===== src/rtl/ysyx_210544_operand_fetch_if.sv =====
// ----------------------------------------------------------------------------
// ysyx_210544_operand_fetch_if
//   Bundles every non-clock/reset signal of the operand-fetch stage: the ID
//   capture handshake, the register-file read port, the WB retire/forward
//   port, the flush and the EX handoff handshake.
//   slave  : view of the operand-fetch stage (i_* in, o_* out)
//   master : view of its environment (i_* out, o_* in)
// ----------------------------------------------------------------------------
interface ysyx_210544_operand_fetch_if #(
    parameter int XLEN = 64
);
    logic            i_id_valid;
    logic            o_id_ready;
    logic [4:0]      i_id_rs1;
    logic [4:0]      i_id_rs2;
    logic            i_id_rs1_ren;
    logic            i_id_rs2_ren;
    logic [4:0]      i_id_rd;
    logic            i_id_rd_wen;
    logic [XLEN-1:0] i_id_pc;

    logic [4:0]      o_rs1;
    logic [4:0]      o_rs2;
    logic            o_rs1_ren;
    logic            o_rs2_ren;
    logic [XLEN-1:0] i_rs1_data;
    logic [XLEN-1:0] i_rs2_data;

    logic            i_wb_valid;
    logic [4:0]      i_wb_rd;
    logic [XLEN-1:0] i_wb_data;

    logic            i_flush;

    logic            o_ex_valid;
    logic            i_ex_ready;
    logic [XLEN-1:0] o_ex_rs1_data;
    logic [XLEN-1:0] o_ex_rs2_data;
    logic [4:0]      o_ex_rd;
    logic            o_ex_rd_wen;
    logic [XLEN-1:0] o_ex_pc;

    modport slave (
        input  i_id_valid, i_id_rs1, i_id_rs2, i_id_rs1_ren, i_id_rs2_ren,
               i_id_rd, i_id_rd_wen, i_id_pc,
               i_rs1_data, i_rs2_data,
               i_wb_valid, i_wb_rd, i_wb_data,
               i_flush, i_ex_ready,
        output o_id_ready, o_rs1, o_rs2, o_rs1_ren, o_rs2_ren,
               o_ex_valid, o_ex_rs1_data, o_ex_rs2_data, o_ex_rd, o_ex_rd_wen, o_ex_pc
    );

    modport master (
        output i_id_valid, i_id_rs1, i_id_rs2, i_id_rs1_ren, i_id_rs2_ren,
               i_id_rd, i_id_rd_wen, i_id_pc,
               i_rs1_data, i_rs2_data,
               i_wb_valid, i_wb_rd, i_wb_data,
               i_flush, i_ex_ready,
        input  o_id_ready, o_rs1, o_rs2, o_rs1_ren, o_rs2_ren,
               o_ex_valid, o_ex_rs1_data, o_ex_rs2_data, o_ex_rd, o_ex_rd_wen, o_ex_pc
    );
endinterface


===== src/rtl/ysyx_210544_operand_fetch.sv =====
// ----------------------------------------------------------------------------
// ysyx_210544_operand_fetch
//   Read-side requester for the 32x64 register file, between ID and EX.
//   Drives rs1/rs2 read indices, blocks RAW hazards with a per-register
//   pending-write counter, forwards the value WB is retiring this cycle and
//   hands registered operands to EX over valid/ready.
// Ports
//   clk  : clock, all state on the rising edge
//   rst  : asynchronous reset, active low
//   bus  : ysyx_210544_operand_fetch_if.slave (ID, regfile, WB, flush, EX)
// ----------------------------------------------------------------------------
module ysyx_210544_operand_fetch #(
    parameter int XLEN     = 64,
    parameter int SB_CNT_W = 2
) (
    input  logic                           clk,
    input  logic                           rst,
    ysyx_210544_operand_fetch_if.slave     bus
);
    typedef logic [SB_CNT_W-1:0] cnt_t;
    typedef logic [SB_CNT_W:0]   cnt_sum_t;

    localparam cnt_sum_t CNT_MAX = cnt_sum_t'((1 << SB_CNT_W) - 1);

    logic            ex_valid_q,   ex_valid_d;
    logic [XLEN-1:0] ex_rs1_q,     ex_rs1_d;
    logic [XLEN-1:0] ex_rs2_q,     ex_rs2_d;
    logic [4:0]      ex_rd_q,      ex_rd_d;
    logic            ex_rd_wen_q,  ex_rd_wen_d;
    logic [XLEN-1:0] ex_pc_q,      ex_pc_d;
    cnt_t            cnt_q [32];
    cnt_t            cnt_d [32];

    logic [4:0]      src_rs    [2];
    logic            src_ren   [2];
    logic [XLEN-1:0] src_rdata [2];
    logic            src_used  [2];
    logic            src_held  [2];
    logic            src_wb    [2];
    logic            src_busy  [2];
    logic            src_fwd   [2];
    logic [XLEN-1:0] src_op    [2];

    logic            dst_held;
    cnt_sum_t        dst_pending;
    logic            dst_stall;
    logic            stall;
    logic            id_ready;
    logic            capture;
    logic            handoff;
    logic [31:0]     sb_inc;
    logic [31:0]     sb_dec;

    assign bus.o_rs1     = bus.i_id_rs1;
    assign bus.o_rs2     = bus.i_id_rs2;
    assign bus.o_rs1_ren = bus.i_id_valid & bus.i_id_rs1_ren;
    assign bus.o_rs2_ren = bus.i_id_valid & bus.i_id_rs2_ren;

    always_comb begin
        src_rs[0]    = bus.i_id_rs1;
        src_rs[1]    = bus.i_id_rs2;
        src_ren[0]   = bus.i_id_rs1_ren;
        src_ren[1]   = bus.i_id_rs2_ren;
        src_rdata[0] = bus.i_rs1_data;
        src_rdata[1] = bus.i_rs2_data;
    end

    // A source is safe when nothing older than WB-this-cycle still owes it a
    // write: the held instruction must not write it, and at most the one
    // outstanding write may exist, retiring right now (then it is forwarded).
    always_comb begin
        for (int s = 0; s < 2; s++) begin
            src_used[s] = src_ren[s] & (src_rs[s] != 5'd0);
            src_held[s] = ex_valid_q & ex_rd_wen_q & (ex_rd_q == src_rs[s]);
            src_wb[s]   = bus.i_wb_valid & (bus.i_wb_rd == src_rs[s]);
            src_busy[s] = src_used[s] &
                          (src_held[s] |
                           (cnt_q[src_rs[s]] > cnt_t'(1)) |
                           ((cnt_q[src_rs[s]] == cnt_t'(1)) & ~src_wb[s]));
            src_fwd[s]  = src_used[s] & (cnt_q[src_rs[s]] == cnt_t'(1)) &
                          src_wb[s] & ~src_held[s];
            if (!src_used[s]) begin
                src_op[s] = '0;
            end else if (src_fwd[s]) begin
                src_op[s] = bus.i_wb_data;
            end else begin
                src_op[s] = src_rdata[s];
            end
        end
    end

    // The held writer will be counted when it hands off, so it occupies a
    // slot already; a same-cycle WB does not free one until the next cycle.
    always_comb begin
        dst_held    = ex_valid_q & ex_rd_wen_q & (ex_rd_q == bus.i_id_rd);
        dst_pending = cnt_sum_t'(cnt_q[bus.i_id_rd]) + cnt_sum_t'(dst_held);
        dst_stall   = bus.i_id_rd_wen & (bus.i_id_rd != 5'd0) & (dst_pending >= CNT_MAX);
        stall       = src_busy[0] | src_busy[1] | dst_stall;
        id_ready    = rst & ~bus.i_flush & ~stall & (~ex_valid_q | bus.i_ex_ready);
        capture     = bus.i_id_valid & id_ready;
        handoff     = ex_valid_q & bus.i_ex_ready & ~bus.i_flush;
    end

    assign bus.o_id_ready = id_ready;

    always_comb begin
        ex_valid_d  = ex_valid_q;
        ex_rs1_d    = ex_rs1_q;
        ex_rs2_d    = ex_rs2_q;
        ex_rd_d     = ex_rd_q;
        ex_rd_wen_d = ex_rd_wen_q;
        ex_pc_d     = ex_pc_q;
        if (capture) begin
            ex_valid_d  = 1'b1;
            ex_rs1_d    = src_op[0];
            ex_rs2_d    = src_op[1];
            ex_rd_d     = bus.i_id_rd;
            ex_rd_wen_d = bus.i_id_rd_wen;
            ex_pc_d     = bus.i_id_pc;
        end else if (handoff || bus.i_flush) begin
            ex_valid_d  = 1'b0;
        end
    end

    always_comb begin
        sb_inc = '0;
        sb_dec = '0;
        if (handoff && ex_rd_wen_q) begin
            sb_inc[ex_rd_q] = 1'b1;
        end
        if (bus.i_wb_valid) begin
            sb_dec[bus.i_wb_rd] = 1'b1;
        end
        sb_inc[0] = 1'b0;
        sb_dec[0] = 1'b0;
    end

    // A decrement at zero is an upstream protocol error; the counter holds 0.
    always_comb begin
        for (int r = 0; r < 32; r++) begin
            cnt_d[r] = cnt_q[r];
            if (sb_inc[r] && !sb_dec[r]) begin
                cnt_d[r] = cnt_q[r] + cnt_t'(1);
            end else if (sb_dec[r] && !sb_inc[r] && (cnt_q[r] != '0)) begin
                cnt_d[r] = cnt_q[r] - cnt_t'(1);
            end
        end
    end

    always_ff @(posedge clk or negedge rst) begin
        if (!rst) begin
            ex_valid_q  <= 1'b0;
            ex_rs1_q    <= '0;
            ex_rs2_q    <= '0;
            ex_rd_q     <= '0;
            ex_rd_wen_q <= 1'b0;
            ex_pc_q     <= '0;
            for (int r = 0; r < 32; r++) begin
                cnt_q[r] <= '0;
            end
        end else begin
            ex_valid_q  <= ex_valid_d;
            ex_rs1_q    <= ex_rs1_d;
            ex_rs2_q    <= ex_rs2_d;
            ex_rd_q     <= ex_rd_d;
            ex_rd_wen_q <= ex_rd_wen_d;
            ex_pc_q     <= ex_pc_d;
            for (int r = 0; r < 32; r++) begin
                cnt_q[r] <= cnt_d[r];
            end
        end
    end

    assign bus.o_ex_valid    = ex_valid_q;
    assign bus.o_ex_rs1_data = ex_rs1_q;
    assign bus.o_ex_rs2_data = ex_rs2_q;
    assign bus.o_ex_rd       = ex_rd_q;
    assign bus.o_ex_rd_wen   = ex_rd_wen_q;
    assign bus.o_ex_pc       = ex_pc_q;
endmodule


===== src/flat_wrapper.sv =====
// flat-port wrapper written by rule: the top's interface ports become plain ports
module ysyx_210544_operand_fetch_flat 
#(
    parameter int XLEN     = 64,
    parameter int SB_CNT_W = 2
)
  (clk, rst, bus_i_id_valid, bus_i_id_rs1, bus_i_id_rs2, bus_i_id_rs1_ren, bus_i_id_rs2_ren, bus_i_id_rd, bus_i_id_rd_wen, bus_i_id_pc, bus_i_rs1_data, bus_i_rs2_data, bus_i_wb_valid, bus_i_wb_rd, bus_i_wb_data, bus_i_flush, bus_i_ex_ready, bus_o_id_ready, bus_o_rs1, bus_o_rs2, bus_o_rs1_ren, bus_o_rs2_ren, bus_o_ex_valid, bus_o_ex_rs1_data, bus_o_ex_rs2_data, bus_o_ex_rd, bus_o_ex_rd_wen, bus_o_ex_pc);
  ysyx_210544_operand_fetch_if #(.XLEN(XLEN)) bus_i ();
  input  logic clk;
  input  logic rst;
  input wire logic [$bits(bus_i.i_id_valid)-1:0] bus_i_id_valid;
  input wire logic [$bits(bus_i.i_id_rs1)-1:0] bus_i_id_rs1;
  input wire logic [$bits(bus_i.i_id_rs2)-1:0] bus_i_id_rs2;
  input wire logic [$bits(bus_i.i_id_rs1_ren)-1:0] bus_i_id_rs1_ren;
  input wire logic [$bits(bus_i.i_id_rs2_ren)-1:0] bus_i_id_rs2_ren;
  input wire logic [$bits(bus_i.i_id_rd)-1:0] bus_i_id_rd;
  input wire logic [$bits(bus_i.i_id_rd_wen)-1:0] bus_i_id_rd_wen;
  input wire logic [$bits(bus_i.i_id_pc)-1:0] bus_i_id_pc;
  input wire logic [$bits(bus_i.i_rs1_data)-1:0] bus_i_rs1_data;
  input wire logic [$bits(bus_i.i_rs2_data)-1:0] bus_i_rs2_data;
  input wire logic [$bits(bus_i.i_wb_valid)-1:0] bus_i_wb_valid;
  input wire logic [$bits(bus_i.i_wb_rd)-1:0] bus_i_wb_rd;
  input wire logic [$bits(bus_i.i_wb_data)-1:0] bus_i_wb_data;
  input wire logic [$bits(bus_i.i_flush)-1:0] bus_i_flush;
  input wire logic [$bits(bus_i.i_ex_ready)-1:0] bus_i_ex_ready;
  output wire logic [$bits(bus_i.o_id_ready)-1:0] bus_o_id_ready;
  output wire logic [$bits(bus_i.o_rs1)-1:0] bus_o_rs1;
  output wire logic [$bits(bus_i.o_rs2)-1:0] bus_o_rs2;
  output wire logic [$bits(bus_i.o_rs1_ren)-1:0] bus_o_rs1_ren;
  output wire logic [$bits(bus_i.o_rs2_ren)-1:0] bus_o_rs2_ren;
  output wire logic [$bits(bus_i.o_ex_valid)-1:0] bus_o_ex_valid;
  output wire logic [$bits(bus_i.o_ex_rs1_data)-1:0] bus_o_ex_rs1_data;
  output wire logic [$bits(bus_i.o_ex_rs2_data)-1:0] bus_o_ex_rs2_data;
  output wire logic [$bits(bus_i.o_ex_rd)-1:0] bus_o_ex_rd;
  output wire logic [$bits(bus_i.o_ex_rd_wen)-1:0] bus_o_ex_rd_wen;
  output wire logic [$bits(bus_i.o_ex_pc)-1:0] bus_o_ex_pc;
  assign bus_i.i_id_valid = bus_i_id_valid;
  assign bus_i.i_id_rs1 = bus_i_id_rs1;
  assign bus_i.i_id_rs2 = bus_i_id_rs2;
  assign bus_i.i_id_rs1_ren = bus_i_id_rs1_ren;
  assign bus_i.i_id_rs2_ren = bus_i_id_rs2_ren;
  assign bus_i.i_id_rd = bus_i_id_rd;
  assign bus_i.i_id_rd_wen = bus_i_id_rd_wen;
  assign bus_i.i_id_pc = bus_i_id_pc;
  assign bus_i.i_rs1_data = bus_i_rs1_data;
  assign bus_i.i_rs2_data = bus_i_rs2_data;
  assign bus_i.i_wb_valid = bus_i_wb_valid;
  assign bus_i.i_wb_rd = bus_i_wb_rd;
  assign bus_i.i_wb_data = bus_i_wb_data;
  assign bus_i.i_flush = bus_i_flush;
  assign bus_i.i_ex_ready = bus_i_ex_ready;
  assign bus_o_id_ready = bus_i.o_id_ready;
  assign bus_o_rs1 = bus_i.o_rs1;
  assign bus_o_rs2 = bus_i.o_rs2;
  assign bus_o_rs1_ren = bus_i.o_rs1_ren;
  assign bus_o_rs2_ren = bus_i.o_rs2_ren;
  assign bus_o_ex_valid = bus_i.o_ex_valid;
  assign bus_o_ex_rs1_data = bus_i.o_ex_rs1_data;
  assign bus_o_ex_rs2_data = bus_i.o_ex_rs2_data;
  assign bus_o_ex_rd = bus_i.o_ex_rd;
  assign bus_o_ex_rd_wen = bus_i.o_ex_rd_wen;
  assign bus_o_ex_pc = bus_i.o_ex_pc;
  ysyx_210544_operand_fetch #(.XLEN(XLEN), .SB_CNT_W(SB_CNT_W)) u_core (.clk(clk), .rst(rst), .bus(bus_i));
endmodule

===== config.mk =====
export PLATFORM = sky130hd
export DESIGN_NAME = ysyx_210544_operand_fetch_flat
export DESIGN_NICKNAME = d
export VERILOG_FILES = /design/src/rtl/ysyx_210544_operand_fetch_if.sv /design/src/rtl/ysyx_210544_operand_fetch.sv /design/src/flat_wrapper.sv
export SDC_FILE = /design/constraint.sdc
export NUM_CORES = 1
export LEC_CHECK = 0
export CORE_MARGIN = 10
export CORE_UTILIZATION = 31
export CTS_CLUSTER_DIAMETER = 200
export CTS_CLUSTER_SIZE = 10
export DETAILED_ROUTE_END_ITERATION = 6
export PLACE_DENSITY = 0.66
export SLEW_MARGIN = 15
export SYNTH_ARGS = -nofsm -noshare
export SYNTH_HDL_FRONTEND = slang
export SYNTH_SLANG_ARGS = --single-unit

===== constraint.sdc =====
create_clock -name clk -period 6.2 [get_ports clk]
set_input_delay 0.93 -clock clk [delete_from_list [all_inputs] [get_ports clk]]
set_output_delay 0.93 -clock clk [all_outputs]
set_load 0.005 [all_outputs]

==> metrics.md <==
| Metric | Value |
|---|---|
| Outcome | completed |
| Syn Nets | approximately 1700 |
| CP endpoint kind | output port |
| YS warnings | 0 |
| Mapped Cells | about 1500 |
| Sink Count | around 260 |
| Critical path arrival | around 4.8 ns |
| Vias in the first global route | ~14000 |
| Setup TNS | 0 ns |
| Finish-stage setup viols | 0 |
| Wirelength per Cell | approximately 25 µm |
| Post-synth EDFFs | 0 |
| Final Max Slew Viols | 0 |
| Clock Skews | approximately 0.026 ns |
| Die area | 59300 µm² |
| Top-level I/O count | 497 |
| GP Congestion | around 0.92 |
| Seq cells post-synth | 261 |
| Total grt overflow | 0 |
| Half-perimeter wire length after placement | just under 50000 µm |
| Max IR drop VDD | ~0.21 mV |
| CP Launch Type | input pin |
| Avg Vias per Cell | ~5.2 |
| H-tree Lvls | 1 |
| Longest Clk Path Bufs | 3 |
| P per Cell Area | around 250 nW/µm² |
| Initial Util | 0.315 |
| Final Hold Fails | 0 |
| Fmax | about 0.17 GHz |
| Fillers | around 4600 |
| Multi-input logic area | 7900 µm² |
| 1st-iter DRT viols | 1030 |
| Main synth FF type | dfrtp_1 |
| CTS tree | yes |
| Leakage | between 8 and 9 nW |
| CP Max Fanout | 13 |
| Gr usage total | 0.206 |
| Worst EP required | 5.27 ns |
| Core area | just under 50000 µm² |
| Reg area | 6530 µm² |
| DRC Markers | 0 |
| Post-CTS sizing | 0 |
| CP Class | in -> out |
| Post-CTS Hold Fix Bufs | 0 |
| Worst Hold Class | in -> async |
| Reg clk slew, reported paths | about 0.050 ns |
| CTS Buf Count | 30 |
| Reg-to-reg startpoint | u_core.cnt_q[16]$_DFFE_PN0P_ |
| Async S/R FF share, synth | 1.00 |
| Chip Width | approximately 240 µm |
| Max-Cap Viols | 0 |
| Number of antenna violations at the first check in global routing | 9 |
| Final WL | about 63000 µm |
| Row cnt | slightly above 80 |
| Clk Latency, worst-skew pair | about 0.6 ns |
| # port buffers | approximately 500 |
| Area Growth Syn to Fin | 40.2% |
| Layout cells sized above 1 | 0.129 |
| Layout net count | ~2200 |
| Largest net degree at the start of global routing | 110 |
| Final period util | 0.922 |
| Global-route wire length before repair | 94100 µm |
| Drt pass-1 iters | 5 |
| Seq/Total Area, Yosys | 0.422 |
| Non-Filler Instances | approximately 2600 |
| CTS root buf | clkbuf_16 |
| Antenna Nets Post-Route | 0 |
| Placed cells | 2535 |
| Postcts setup bufs | 0 |
| Mean Syn Cell Area | ~11 µm² |
| Vias | 13421 |
| Post-layout min period | ~5.7 ns |
| RSZ-0062 raised after global routing | no |
| Synth unique cells | 65 |
| Slew @ Worst Pin | about 1.0 ns |
| Normalized max-slew margin | 0.309 |
| Die height | around 240 µm |
| Mapped cell area | between 15000 and 20000 µm² |
| Crit. Startpoint | bus_i_id_rd[1] |
## logic make-up after synthesis
logic type	after synthesis	synth area share
simple gates	346	0.106
mux	334	0.262
compound gates	279	0.124
flops	261	0.422
buf+inv	207	0.0707
xor+xnor	25	0.0141
fa+ha+maj	2	0.00161
## metal layers
layer | track usage | part of all wire | vias up
met3 | 0.0557 | 0.081 | 131
met2 | 0.350 | 0.49 | 590
met4 | 0.0674 | 0.037 | 12
met1 | 0.247 | 0.39 | 6591
met5 | 0 | 0.0012 | -
li1 | - | - | 6097
## critical path: stages
cell and delay (ns):
clkdlybuf4s50_1 0.73, or2_1 0.48, o221ai_1 0.28, o22ai_1 0.13, nor2_1 0.15, nand2_1 0.07, o31ai_1 0.09, ha_1 0.20
ha_1 0.22, a21o_1 0.16, nand3_1 0.14, nand4b_1 0.11, a221oi_1 0.31, nand2_1 0.09, nor2_1 0.11, clkdlybuf4s50_1 0.59
## cells in the final DEF (no fill, tap or decap), drive strengths merged, types with 5 or more instances in the layout
cell type      Yosys  routed
and3              23      23
o211ai             5       5
xor2              11      11
xnor2             14      14
o221ai             6       6
dfrtp            261     261
clkbuf            49      32
or3b               5       5
nand2b             8       8
nor3              21      21
and2               6       6
clkdlybuf4s50      0     495
a21boi             5       5
o21ai             47      47
mux4              25      25
buf               59      31
inv               99     100
nor2b              8       8
a21oi             68      68
nor2              82      82
nand2            126     126
mux2             140     140
or2                7       7
o22ai              7       7
a211oi            52      52
o2bb2ai           64      64
nand3             31      31
mux2i            169     169
## area by class of cell
class,count,area share
diodes,1,0.000115
clock buffers,32,0.0359
clock inverters,1,0.000403
inverters,99,0.0171
multi-input cells,986,0.364
flip-flops and latches,261,0.301
well taps,664,0.0382
repair buffers,526,0.244
## registers in the layout, summed over array words and instances, names as in the netlist
signal	cells
u_core.bus.o_ex_pc	64
u_core.bus.o_ex_rd	5
u_core.bus.o_ex_rd_wen	1
u_core.bus.o_ex_rs1_data	64
u_core.bus.o_ex_rs2_data	64
u_core.bus.o_ex_valid	1
u_core.cnt_q	62
## metrics by stage
stage	setup WS (ns)	hold WS, ns	util	cell area [µm²]	power, mW
floorplan	1.21	0.479	-	15500	2.83
global placement	0.396	0.471	0.425	20900	3.92
detailed placement	0.430	0.474	0.425	20900	3.95
CTS	0.430	0.423	0.441	21700	5.57
global route	0.116	0.457	0.442	21700	5.75
finish	0.482	0.387	0.442	21700	5.49
## Yosys cell counts (all sizes together) (2+ instances only)
master | n | share of area
buf | 59 | 0.035
xnor2 | 14 | 0.0079
a22oi | 4 | 0.0019
nand3b | 4 | 0.0019
nand3 | 31 | 0.010
and3b | 4 | 0.0023
o31ai | 3 | 0.0015
o311ai | 2 | 0.0011
xor2 | 11 | 0.0062
o211a | 3 | 0.0019
ha | 2 | 0.0016
o21ai | 47 | 0.015
nand4 | 4 | 0.0016
mux2 | 140 | 0.12
mux2i | 169 | 0.11
mux4 | 25 | 0.037
inv | 99 | 0.024
dfrtp | 261 | 0.42
a21oi | 68 | 0.022
a2111oi | 3 | 0.0017
or3b | 5 | 0.0028
nor3 | 21 | 0.0068
a221oi | 3 | 0.0017
o22ai | 7 | 0.0028
nor2 | 82 | 0.020
nor4 | 2 | 0.00081
a21boi | 5 | 0.0024
and3 | 23 | 0.0093
o211ai | 5 | 0.0024
a211oi | 52 | 0.025
o2bb2ai | 64 | 0.036
nor4b | 2 | 0.0011
nand2b | 8 | 0.0032
nor2b | 8 | 0.0032
or2 | 7 | 0.0028
and2 | 6 | 0.0024
or4 | 2 | 0.00097
o221ai | 6 | 0.0034
nand2 | 126 | 0.031
nor3b | 4 | 0.0019
or3 | 2 | 0.00081
clkbuf | 49 | 0.012
nand4b | 2 | 0.0011
## worst paths after layout
kind                                                                  to  slack (ns)  depth (start not counted)
worst min register to register  u_core.bus.o_ex_rs1_data[23]$_DFFE_PN0P_        0.49                          1
worst min-delay path                        u_core.cnt_q[34]$_DFFE_PN0P_        0.39                          1
min in group clk                u_core.bus.o_ex_rs1_data[23]$_DFFE_PN0P_        0.49                          1
worst max-delay path                                      bus_o_id_ready        0.48                         16
max in group asynchronous       u_core.bus.o_ex_rs1_data[39]$_DFFE_PN0P_        4.26                          2
worst max register to register         u_core.bus.o_ex_pc[7]$_DFFE_PN0P_        2.02                         15
## power by group
part           total, mW  internal [mW]  switching [mW]
registers           2.26           2.01           0.243
logic               1.66           1.05           0.603
clock network       1.58          0.871           0.710
Note: power is estimated with default switching activity, not from simulation.
